<file path="src/rtl/mossbauer_window_gate_if.sv">
// Bus bundle for mossbauer_window_gate: velocity samples, window thresholds, detector input,
// and the per-channel gate/hit/count results. master = stimulus side, slave = gate block.
interface mossbauer_window_gate_if #(
    parameter int unsigned NCH = 4,
    parameter int unsigned VW  = 12,
    parameter int unsigned EW  = 24
);
    logic [VW-1:0]     vel;
    logic              vel_valid;
    logic [NCH*VW-1:0] thr_lo;
    logic [NCH*VW-1:0] thr_hi;
    logic [NCH-1:0]    ch_en;
    logic              rf2;
    logic              clr;
    logic [NCH-1:0]    gate;
    logic [NCH-1:0]    hit;
    logic [NCH*EW-1:0] evt_cnt;
    logic [NCH-1:0]    sat;

    modport master (
        output vel, vel_valid, thr_lo, thr_hi, ch_en, rf2, clr,
        input  gate, hit, evt_cnt, sat
    );

    modport slave (
        input  vel, vel_valid, thr_lo, thr_hi, ch_en, rf2, clr,
        output gate, hit, evt_cnt, sat
    );
endinterface

</file>
<file path="src/rtl/mossbauer_window_gate.sv">
// N-channel velocity-window coincidence gate: per-channel [lo,hi) window FSM with hysteresis,
// timeout lockout and saturating RF2 event counters. Optional MOSS_DEADTIME_EN adds per-channel dead time.
module mossbauer_window_gate #(
    parameter int unsigned NCH     = 4,
    parameter int unsigned VW      = 12,
    parameter int unsigned CW      = 16,
    parameter int unsigned TIMEOUT = 20000,
    parameter int unsigned HYST    = 2,
    parameter int unsigned EW      = 24,
    parameter int unsigned DEAD    = 8
) (
    input  logic                    clk,
    input  logic                    rst_n,
    mossbauer_window_gate_if.slave  bus
);

    typedef enum logic [1:0] {
        ST_IDLE,
        ST_OPEN,
        ST_LOCK
    } state_e;

    localparam logic [VW:0]   HYST_X   = (VW+1)'(HYST);
    localparam logic [CW-1:0] TMO_LAST = CW'(TIMEOUT - 1);

    if (TIMEOUT == 0 || CW < $clog2(TIMEOUT + 1) || DEAD > 65535) begin : g_bad_cfg
        $error("mossbauer_window_gate: TIMEOUT must fit 1..2^CW-1 and DEAD must be <= 65535");
    end

    state_e          state_q [NCH];
    state_e          state_d [NCH];
    logic [CW-1:0]   tmo_q   [NCH];
    logic [CW-1:0]   tmo_d   [NCH];
    logic [EW-1:0]   evt_q   [NCH];
    logic [EW-1:0]   evt_d   [NCH];
    logic [NCH-1:0]  sat_q, sat_d;
    logic [NCH-1:0]  hit_q, hit_d;
    logic [NCH-1:0]  gate_w;
    logic [NCH-1:0]  enter_w, exit_w;
    logic [2:0]      rf2_sync_q, rf2_sync_d;
    logic            rf2_p;

`ifdef MOSS_DEADTIME_EN
    localparam int unsigned DW = (DEAD < 2) ? 1 : $clog2(DEAD + 1);
    logic [DW-1:0]   dead_q [NCH];
    logic [DW-1:0]   dead_d [NCH];
`endif

    // Two flops synchronise rf2; the third only serves the rising-edge detect.
    assign rf2_sync_d = {rf2_sync_q[1:0], bus.rf2};
    assign rf2_p      = rf2_sync_q[1] & ~rf2_sync_q[2];

    // Window compares run one bit wider so hi+HYST and lo-HYST never wrap.
    always_comb begin
        logic [VW:0] v_x, lo_x, hi_x;
        v_x     = {1'b0, bus.vel};
        lo_x    = '0;
        hi_x    = '0;
        enter_w = '0;
        exit_w  = '0;
        for (int unsigned i = 0; i < NCH; i++) begin
            lo_x       = {1'b0, bus.thr_lo[i*VW +: VW]};
            hi_x       = {1'b0, bus.thr_hi[i*VW +: VW]};
            enter_w[i] = (v_x >= lo_x) && (v_x < hi_x);
            exit_w[i]  = ((lo_x >= HYST_X) && (v_x < lo_x - HYST_X)) || (v_x >= hi_x + HYST_X);
        end
    end

    always_comb begin
        for (int unsigned i = 0; i < NCH; i++) begin
            state_d[i] = state_q[i];
            tmo_d[i]   = tmo_q[i];
            unique case (state_q[i])
                ST_IDLE: begin
                    if (bus.vel_valid && enter_w[i]) begin
                        state_d[i] = ST_OPEN;
                        tmo_d[i]   = '0;
                    end
                end
                ST_OPEN: begin
                    if (bus.vel_valid && exit_w[i]) begin
                        state_d[i] = ST_IDLE;
                    end else if (tmo_q[i] == TMO_LAST) begin
                        state_d[i] = ST_LOCK;
                    end else begin
                        tmo_d[i] = tmo_q[i] + 1'b1;
                    end
                end
                ST_LOCK: begin
                    if (bus.vel_valid && exit_w[i]) begin
                        state_d[i] = ST_IDLE;
                    end
                end
                default: state_d[i] = ST_IDLE;
            endcase
            if (!bus.ch_en[i]) begin
                state_d[i] = ST_IDLE;
                tmo_d[i]   = '0;
            end
        end
    end

    always_comb begin
        for (int unsigned i = 0; i < NCH; i++) begin
            gate_w[i] = (state_q[i] == ST_OPEN);
        end
    end

    always_comb begin
        hit_d = '0;
        sat_d = sat_q;
        for (int unsigned i = 0; i < NCH; i++) begin
            evt_d[i] = evt_q[i];
`ifdef MOSS_DEADTIME_EN
            dead_d[i] = dead_q[i];
            hit_d[i]  = rf2_p && gate_w[i] && (dead_q[i] == '0);
            if (state_q[i] == ST_IDLE || state_d[i] == ST_IDLE) begin
                dead_d[i] = '0;
            end else if (hit_d[i]) begin
                dead_d[i] = DW'(DEAD);
            end else if (dead_q[i] != '0) begin
                dead_d[i] = dead_q[i] - 1'b1;
            end
`else
            hit_d[i] = rf2_p && gate_w[i];
`endif
            // clr overrides a coincident count but the hit pulse itself still goes out.
            if (bus.clr) begin
                evt_d[i] = '0;
                sat_d[i] = 1'b0;
            end else begin
                if (hit_d[i] && (evt_q[i] != '1)) begin
                    evt_d[i] = evt_q[i] + 1'b1;
                end
                sat_d[i] = sat_q[i] | (&evt_d[i]);
            end
        end
    end

    always_ff @(posedge clk or negedge rst_n) begin
        if (!rst_n) begin
            rf2_sync_q <= '0;
            hit_q      <= '0;
            sat_q      <= '0;
            for (int unsigned i = 0; i < NCH; i++) begin
                state_q[i] <= ST_IDLE;
                tmo_q[i]   <= '0;
                evt_q[i]   <= '0;
`ifdef MOSS_DEADTIME_EN
                dead_q[i]  <= '0;
`endif
            end
        end else begin
            rf2_sync_q <= rf2_sync_d;
            hit_q      <= hit_d;
            sat_q      <= sat_d;
            for (int unsigned i = 0; i < NCH; i++) begin
                state_q[i] <= state_d[i];
                tmo_q[i]   <= tmo_d[i];
                evt_q[i]   <= evt_d[i];
`ifdef MOSS_DEADTIME_EN
                dead_q[i]  <= dead_d[i];
`endif
            end
        end
    end

    always_comb begin
        bus.gate    = gate_w;
        bus.hit     = hit_q;
        bus.sat     = sat_q;
        bus.evt_cnt = '0;
        for (int unsigned i = 0; i < NCH; i++) begin
            bus.evt_cnt[i*EW +: EW] = evt_q[i];
        end
    end

endmodule

</file>
<file path="src/flat_wrapper.sv">
// flat-port wrapper written by rule: the top's interface ports become plain ports
module mossbauer_window_gate_flat 
#(
    parameter int unsigned NCH     = 4,
    parameter int unsigned VW      = 12,
    parameter int unsigned CW      = 16,
    parameter int unsigned TIMEOUT = 20000,
    parameter int unsigned HYST    = 2,
    parameter int unsigned EW      = 24,
    parameter int unsigned DEAD    = 8
)
  (clk, rst_n, bus_vel, bus_vel_valid, bus_thr_lo, bus_thr_hi, bus_ch_en, bus_rf2, bus_clr, bus_gate, bus_hit, bus_evt_cnt, bus_sat);
  mossbauer_window_gate_if #(.NCH(NCH), .VW(VW), .EW(EW)) bus_i ();
  input  logic clk;
  input  logic rst_n;
  input wire logic [$bits(bus_i.vel)-1:0] bus_vel;
  input wire logic [$bits(bus_i.vel_valid)-1:0] bus_vel_valid;
  input wire logic [$bits(bus_i.thr_lo)-1:0] bus_thr_lo;
  input wire logic [$bits(bus_i.thr_hi)-1:0] bus_thr_hi;
  input wire logic [$bits(bus_i.ch_en)-1:0] bus_ch_en;
  input wire logic [$bits(bus_i.rf2)-1:0] bus_rf2;
  input wire logic [$bits(bus_i.clr)-1:0] bus_clr;
  output wire logic [$bits(bus_i.gate)-1:0] bus_gate;
  output wire logic [$bits(bus_i.hit)-1:0] bus_hit;
  output wire logic [$bits(bus_i.evt_cnt)-1:0] bus_evt_cnt;
  output wire logic [$bits(bus_i.sat)-1:0] bus_sat;
  assign bus_i.vel = bus_vel;
  assign bus_i.vel_valid = bus_vel_valid;
  assign bus_i.thr_lo = bus_thr_lo;
  assign bus_i.thr_hi = bus_thr_hi;
  assign bus_i.ch_en = bus_ch_en;
  assign bus_i.rf2 = bus_rf2;
  assign bus_i.clr = bus_clr;
  assign bus_gate = bus_i.gate;
  assign bus_hit = bus_i.hit;
  assign bus_evt_cnt = bus_i.evt_cnt;
  assign bus_sat = bus_i.sat;
  mossbauer_window_gate #(.NCH(NCH), .VW(VW), .CW(CW), .TIMEOUT(TIMEOUT), .HYST(HYST), .EW(EW), .DEAD(DEAD)) u_core (.clk(clk), .rst_n(rst_n), .bus(bus_i));
endmodule
</file>
<file path="config.mk">
export PLATFORM = sky130hd
export DESIGN_NAME = mossbauer_window_gate_flat
export DESIGN_NICKNAME = d
export VERILOG_FILES = /design/src/rtl/mossbauer_window_gate_if.sv /design/src/rtl/mossbauer_window_gate.sv /design/src/flat_wrapper.sv
export SDC_FILE = /design/constraint.sdc
export NUM_CORES = 1
export LEC_CHECK = 0
export ABC_AREA = 1
export CORE_UTILIZATION = 40
export CTS_BUF_LIST = sky130_fd_sc_hd__clkbuf_8 sky130_fd_sc_hd__clkbuf_16
export CTS_CLUSTER_DIAMETER = 50
export DETAILED_ROUTE_END_ITERATION = 6
export GPL_TIMING_DRIVEN = 0
export PLACE_DENSITY_LB_ADDON = 0.05
export SYNTH_ARGS = -nofsm -noshare
export SYNTH_HDL_FRONTEND = slang
export SYNTH_SLANG_ARGS = --single-unit
</file>
<file path="constraint.sdc">
create_clock -name clk -period 2.85 [get_ports clk]
set_input_delay 0.57 -clock clk [delete_from_list [all_inputs] [get_ports clk]]
set_output_delay 0.57 -clock clk [all_outputs]
set_load 0.01 [all_outputs]
</file>
## Word-level counts from Yosys, hierarchy flattened

Cells that the tools add are included.

| operators by class | value |
|---|---|
| add/subtract/negate cells | 16 |
| order comparisons | 20 |
| equality and inequality tests | 40 |
| multiplexer cells | 60 |
| bitwise logic cells | 6 |
| reduce and logical (&&, ||, !) cells | 44 |

Operators with widths:

| kind | count |
|---|---|
| two-way mux 24 bit | 12 |
| two-way mux 16 bit | 16 |
| case mux 16 bit (2 select lines) | 4 |
| adder 24 x 1 -> 24 bit, second input constant | 4 |
| inequality test 24 bit, second input constant | 4 |
| AND reduction 24 bit | 4 |
| adder 16 x 1 -> 16 bit, second input constant | 4 |
| equality test 16 x 15 -> 1 bit, second input constant | 4 |
| adder 12 x 2 -> 13 bit, second input constant | 4 |
| >= comparator 12 x 13 -> 1 bit | 4 |
| less-than comparator 12 x 13 -> 1 bit | 4 |
| subtractor 12 x 2 -> 13 bit, second input constant | 4 |
| >= comparator 12 bit | 4 |
| >= comparator 12 x 2 -> 1 bit, second input constant | 4 |
| less-than comparator 12 bit | 4 |
| two-way mux 2 bit | 20 |
| logical AND 1 bit | 24 |
| inequality test 3 x 2 -> 1 bit, second input constant | 8 |
| inequality test 3 bit, second input constant | 8 |
| case mux 2 bit (3 select lines) | 4 |
| inequality test 4 bit, second input constant | 4 |
| AND reduction 4 bit | 4 |
| inequality test 3 x 1 -> 1 bit, second input constant | 4 |
| AND reduction 3 bit | 4 |
| other kinds (8) | 26 |

| word-level totals | value |
|---|---|
| flip-flop bits (word level) | 179 |
| output and inout bits | 108 |

## Longest topological paths before layout

| depth | value |
|---|---|
| word-level depth | 9 |
| mapped depth | 22 |
| gate-level depth less buffers | 21 |

## Least setup slack after synthesis

No wires, ideal clock.

| timing path | value |
|---|---|
| kind | input -> register |
| start | in bus_thr_hi[25] |
| end | reg u_core.tmo_q[25] (netlist bit) |
| data arrival time | 2.749 ns |
| path slack | -0.016 ns |
| stages on the path | 19 |
| cells stage by stage | ha_1 -> nand3_1 -> nor3_1 -> nand2_1 -> nor3_1 -> xor2_1 -> ha_1 -> and3_1 -> nand3_1 -> nand2_1 -> nor2_1 -> nand2_1 -> nand2_2 -> nand2_2 -> nand2_4 -> nand2_4 -> buf_6 -> nand2_1 -> nand2_1 |

| between the ends | value |
|---|---|
| cells in the longest elaborated chain, start to end | 6 |
| elaborated cells between the ends (all ways) | 10 |
| those cells by class | add/sub (1); order compare (2); eq/ne (2); reduce/logical (5) |

Ends and longest elaborated chain:

| item | RTL line | text |
|---|---|---|
| from (decl) | flat_wrapper.sv:19 | `input wire logic [$bits(bus_i.thr_hi)-1:0] bus_thr_hi;` |
| adder 12 x 2 -> 13 bit | mossbauer_window_gate.sv:65 | `exit_w[i] = ((lo_x >= HYST_X) && (v_x < lo_x - HYST_X)) \|\| (v_x >= hi_x + HYST_X);` |
| >= comparator 12 x 13 -> 1 bit | mossbauer_window_gate.sv:65 |  |
| logical OR 1 bit | mossbauer_window_gate.sv:65 |  |
| logical AND 1 bit | mossbauer_window_gate.sv:81 | `if (bus.vel_valid && exit_w[i]) begin` |
| inequality test 3 bit (no source line) | - |  |
| AND reduction 4 bit (no source line) (*) | - |  |
| to (signal, indexed assignment) | mossbauer_window_gate.sv:159 | `tmo_q[i] <= tmo_d[i];` |
| to (decl) | mossbauer_window_gate.sv:32 | `logic [CW-1:0] tmo_q [NCH];` |

Every way passes the cells marked *; elsewhere a longest branch is shown, timed or not.
A chain may end at the register's enable or synchronous reset.

## Worst setup path in the final report

| timing path | value |
|---|---|
| start | in bus_thr_hi[26] |
| end | reg u_core.tmo_q[23] (netlist bit) |

The elaborated chain is that of the path after synthesis.

==> results by group <==
Floorplanning
  – Die Wd: ~220 um
  – Die Height: ~220 um
  – Die footprint: ~47000 um2
  – I/O pins: ~230
  – # rows: 78
  – Placeable core area: 45300 um2
  – Initial Util: 0.406

Global route
  – Vias in the first global route: between 15000 and 20000
  – First-pass GRT wire length: around 92000 um
  – Pin count of the biggest net entering global routing: between 100 and 150
  – Total global-route track usage: 0.243
  – Initial antenna violation count: 2
  – Gr ovfl total: 0

Timing
  – Maximum clock frequency: 366 MHz
  – Min Tclk post-route: roughly 2700 ps
  – Slew headroom: 0.338
  – Hold Slack: 59.9 ps
  – Fin crit share: 0.957
  – Setup ws final: approximately 120 ps
  – Final hold violation count: 0
  – Max-slew violations: 0
  – Max Clock Skew: approximately 12 ps
  – Final setup vio count: 0
  – Slew @ Worst Pin: just under 1000 ps

Worst setup path
  – Worst setup path category: in -> reg
  – CP max FO: 5
  – RR Endpoint: u_core.bus.sat[0]$_DFF_PN0_
  – WP data required: approximately 3200 ps
  – Critical-path top delay cell: ha_1
  – Crit path cell chain: clkbuf_4, ha_4, nand3_4, nor3_4, nand2_2, nor3_2, xor2_1, ha_1, and3_4, nand3_1, nor2_1, nor2_1, nand2_2, nand2_4, nand2_4, nand2_8, nand2_8, buf_12, buf_16, nand2_1, nand2_1
  – Reg2reg setup slack: 230 ps
  – Slowest stage delay, CP: just under 300 ps
  – RR Startpoint: u_core.bus.evt_cnt[0]$_DFF_PN0_
  – Crit path arrival time: just over 3000 ps
  – Startpoint Class: input pin
  – Crit path capture type: flop
  – R2R cell count: 17

Placement
  – Place WS: -1320 ps
  – Routability cong.: approximately 0.93
  – Hpwl dp: around 43000 um
  – Area post-placement: ~21000 um2
  – Buffers added on ports: approximately 220

Route
  – TritonRoute pass-1 iters: 7
  – Iteration-0 DRC Markers: between 1000 and 1500
  – Drt drc: 2
  – Via/cell ratio: a little over 5
  – Final wirelength: roughly 57000 um
  – Vias: about 19000
  – DR WL/cell: around 15 um
  – Number of routed nets with antenna violations: 0

Pwr
  – LEAKAGE: about 11 nW
  – Power density cells: roughly 340 nW/um2
  – Peak supply drop: ~0.42 mV
  – Total power: approximately 8 mW

Final layout
  – Synth-to-Final Area Change: 26.2%
  – Fin area: roughly 23000 um2
  – Share of layout cells above drive strength 1: 0.103
  – # nets final: ~3500
  – Filler cell count: 4639
  – Layout Utilization: 0.512

Yosys
  – Post-synth top flop: dfrtp_1
  – Cells after synthesis: 2874
  – Syn_nets: 3191
  – Yosys warns: 0
  – Number of synthesized flops with an enable pin: 0
  – Synthesized area: between 15000 and 20000 um2
  – Post-synthesis sequential area ratio: 0.244
  – Post-synth ARST share: 1.00
  – #FFs+latches synth: around 180
  – Avg Inst Size Synth: roughly 6.4 um2
  – Netlist cell types: 49

Clocking
  – Worst-Skew Late Latency: slightly below 500 ps
  – TritonCTS Buffers: 17
  – Clock Path Buffers: 2
  – CTS tree: done
  – Clk slew on worst S/H paths: about 70 ps
  – CTS root buffer: clkbuf_16
  – Clock sink count: between 150 and 200
  – Cts hold-fix bufs: 0
  – H-tree lvl count: 4

Status
  – Violations in the final reports: design-rule violations
  – Status: finished, violations left

Job
  – Max Cap Viol: 0

Hold path
  – Worst min path class: in -> async
[placed cells by master (no fill, tap or decap), types with 5 or more instances in the layout]
master           synthesis  routed
a211oi_1                 8       8
a21oi_1                 83      77
a21oi_2                  2       8
buf_2                   12      13
buf_4                    4      69
buf_6                   10      12
clkbuf_1                22      19
clkbuf_16                0      19
clkbuf_2                 0      14
clkdlybuf4s15_2          0      10
clkdlybuf4s50_1          0     153
dfrtp_1                179     177
dlygate4sd2_1            0      11
dlymetal6s2s_1           0      29
ha_1                   200     191
ha_2                     0       5
inv_1                  349     330
inv_2                    9      27
nand2_1                910     886
nand2_2                 14      26
nand2_4                 12      21
nand3_1                207     200
nand3_2                  1       5
nand4_1                 57      57
nor2_1                 431     414
nor2_2                  10      17
nor2_4                  10      20
nor3_1                  73      65
nor3_4                   0       5
nor4_1                  27      24
o211ai_1                 7       7
o21ai_0                 57      52
o21ai_1                  3       8
xnor2_1                 10      10
xor2_1                 131     130
[critical path: cells and delay by family]
family / cells / cell delay, ps
buffers and inverters: 3 / 410
xor gates and xnor gates: 1 / 170
adders and majority gates: 2 / 440
and+or+nand+nor: 15 / 1480
[power breakdown]
| part | leakage (nW) | switching [mW] | internal [mW] |
|---|---|---|---|
| logic | 8.40 | 1.43 | 1.03 |
| clock network | 0.298 | 1.12 | 1.45 |
| registers | 2.47 | 0.160 | 2.65 |
[cell type report]
type / instances / area [um2] / share of cell area
antenna: 1 / 2.50 / 0.000108
clock buffer: 20 / 467 / 0.0201
clock inverter: 12 / 154 / 0.00664
buffer: 50 / 345 / 0.0149
timing repair buffer: 295 / 2870 / 0.124
sequential: 179 / 4480 / 0.193
inverter: 359 / 1350 / 0.0584
multi-input combinational: 2285 / 12700 / 0.550
tap: 600 / 751 / 0.0324
[logic make-up after synthesis]
family,share of synthesized area
AO/OA/AOI/OAI,0.0542
flip-flops,0.244
AND/OR/NAND/NOR,0.408
XOR/XNOR,0.0673
buffers and inverters,0.0908
adder cells (fa/ha/maj),0.136
[routing by layer]
layer / vias up / track usage / share of wire
li1: 9805 / - / -
met1: 8824 / 0.298 / 0.45
met2: 429 / 0.426 / 0.49
met3: 87 / 0.0376 / 0.040
met4: 2 / 0.0873 / 0.025
met5: - / 0 / 0.00012
[sequential cells by signal, summed over array words and instances (netlist names)]
name                count
u_core.bus.hit          4
u_core.bus.sat          4
u_core.bus.evt_cnt     96
u_core.state_q          8
u_core.tmo_q           64
u_core.rf2_sync_q       3
[cell usage after synthesis, types with 4 or more instances]
master    number  area share
or2_2          4      0.0014
o21ai_0       57       0.016
ha_1         200        0.14
nor2_1       431       0.088
xnor2_1       10      0.0048
dfrtp_1      179        0.24
nand4_1       57       0.019
inv_1        349       0.071
nand2_2       14      0.0048
nand3_1      207       0.056
buf_2         12      0.0033
nand2_1      910        0.19
inv_2          9      0.0018
buf_6         10      0.0061
nor2_4        10      0.0061
clkbuf_1      22      0.0045
nor4_1        27      0.0092
nand2_4       12      0.0074
nor2_2        10      0.0034
nand3b_1       4      0.0016
nor3_1        73       0.020
xor2_1       131       0.062
a21oi_1       83       0.023
a211oi_1       8      0.0033
buf_4          4      0.0016
o211ai_1       7      0.0029
[stage by stage]
step	TNS [ps]	instances
3_3_place_gp	-1274740	3697
2_1_floorplan	0	2874
6_report	0	3801
3_5_place_dp	-73230	3698
5_1_grt	-636	3801
4_1_cts	0	3767
[worst max path at each step]
stage / startpoint / end / slack (ps) / cells after the start
final: bus_thr_hi[26] / u_core.tmo_q[23]$_DFFE_PN0P_ / 120 / 21
after global routing: bus_thr_lo[38] / u_core.tmo_q[9]$_DFFE_PN0P_ / -50 / 22
after CTS: bus_thr_lo[27] / u_core.tmo_q[30]$_DFFE_PN0P_ / 7 / 20
after detailed placement: bus_vel[5] / u_core.tmo_q[6]$_DFFE_PN0P_ / -1320 / 14
after global placement: rst_n / u_core.tmo_q[5]$_DFFE_PN0P_ / -6760 / 1
after floorplan: bus_thr_hi[25] / u_core.tmo_q[25]$_DFFE_PN0P_ / 50 / 19
[repair_timing]
| item | 4_1_cts | 5_1_grt |
|---|---|---|
| endpoints found under the hold margin | 0 | 0 |
| gates cloned | 1 | 2 |
| pin swaps | 28 | 73 |
| setup buffers | 36 | 32 |
| gates resized for setup | 135 | 164 |
| endpoints found under the setup margin | 71 | 71 |
Power figures use the tool's default switching activity.
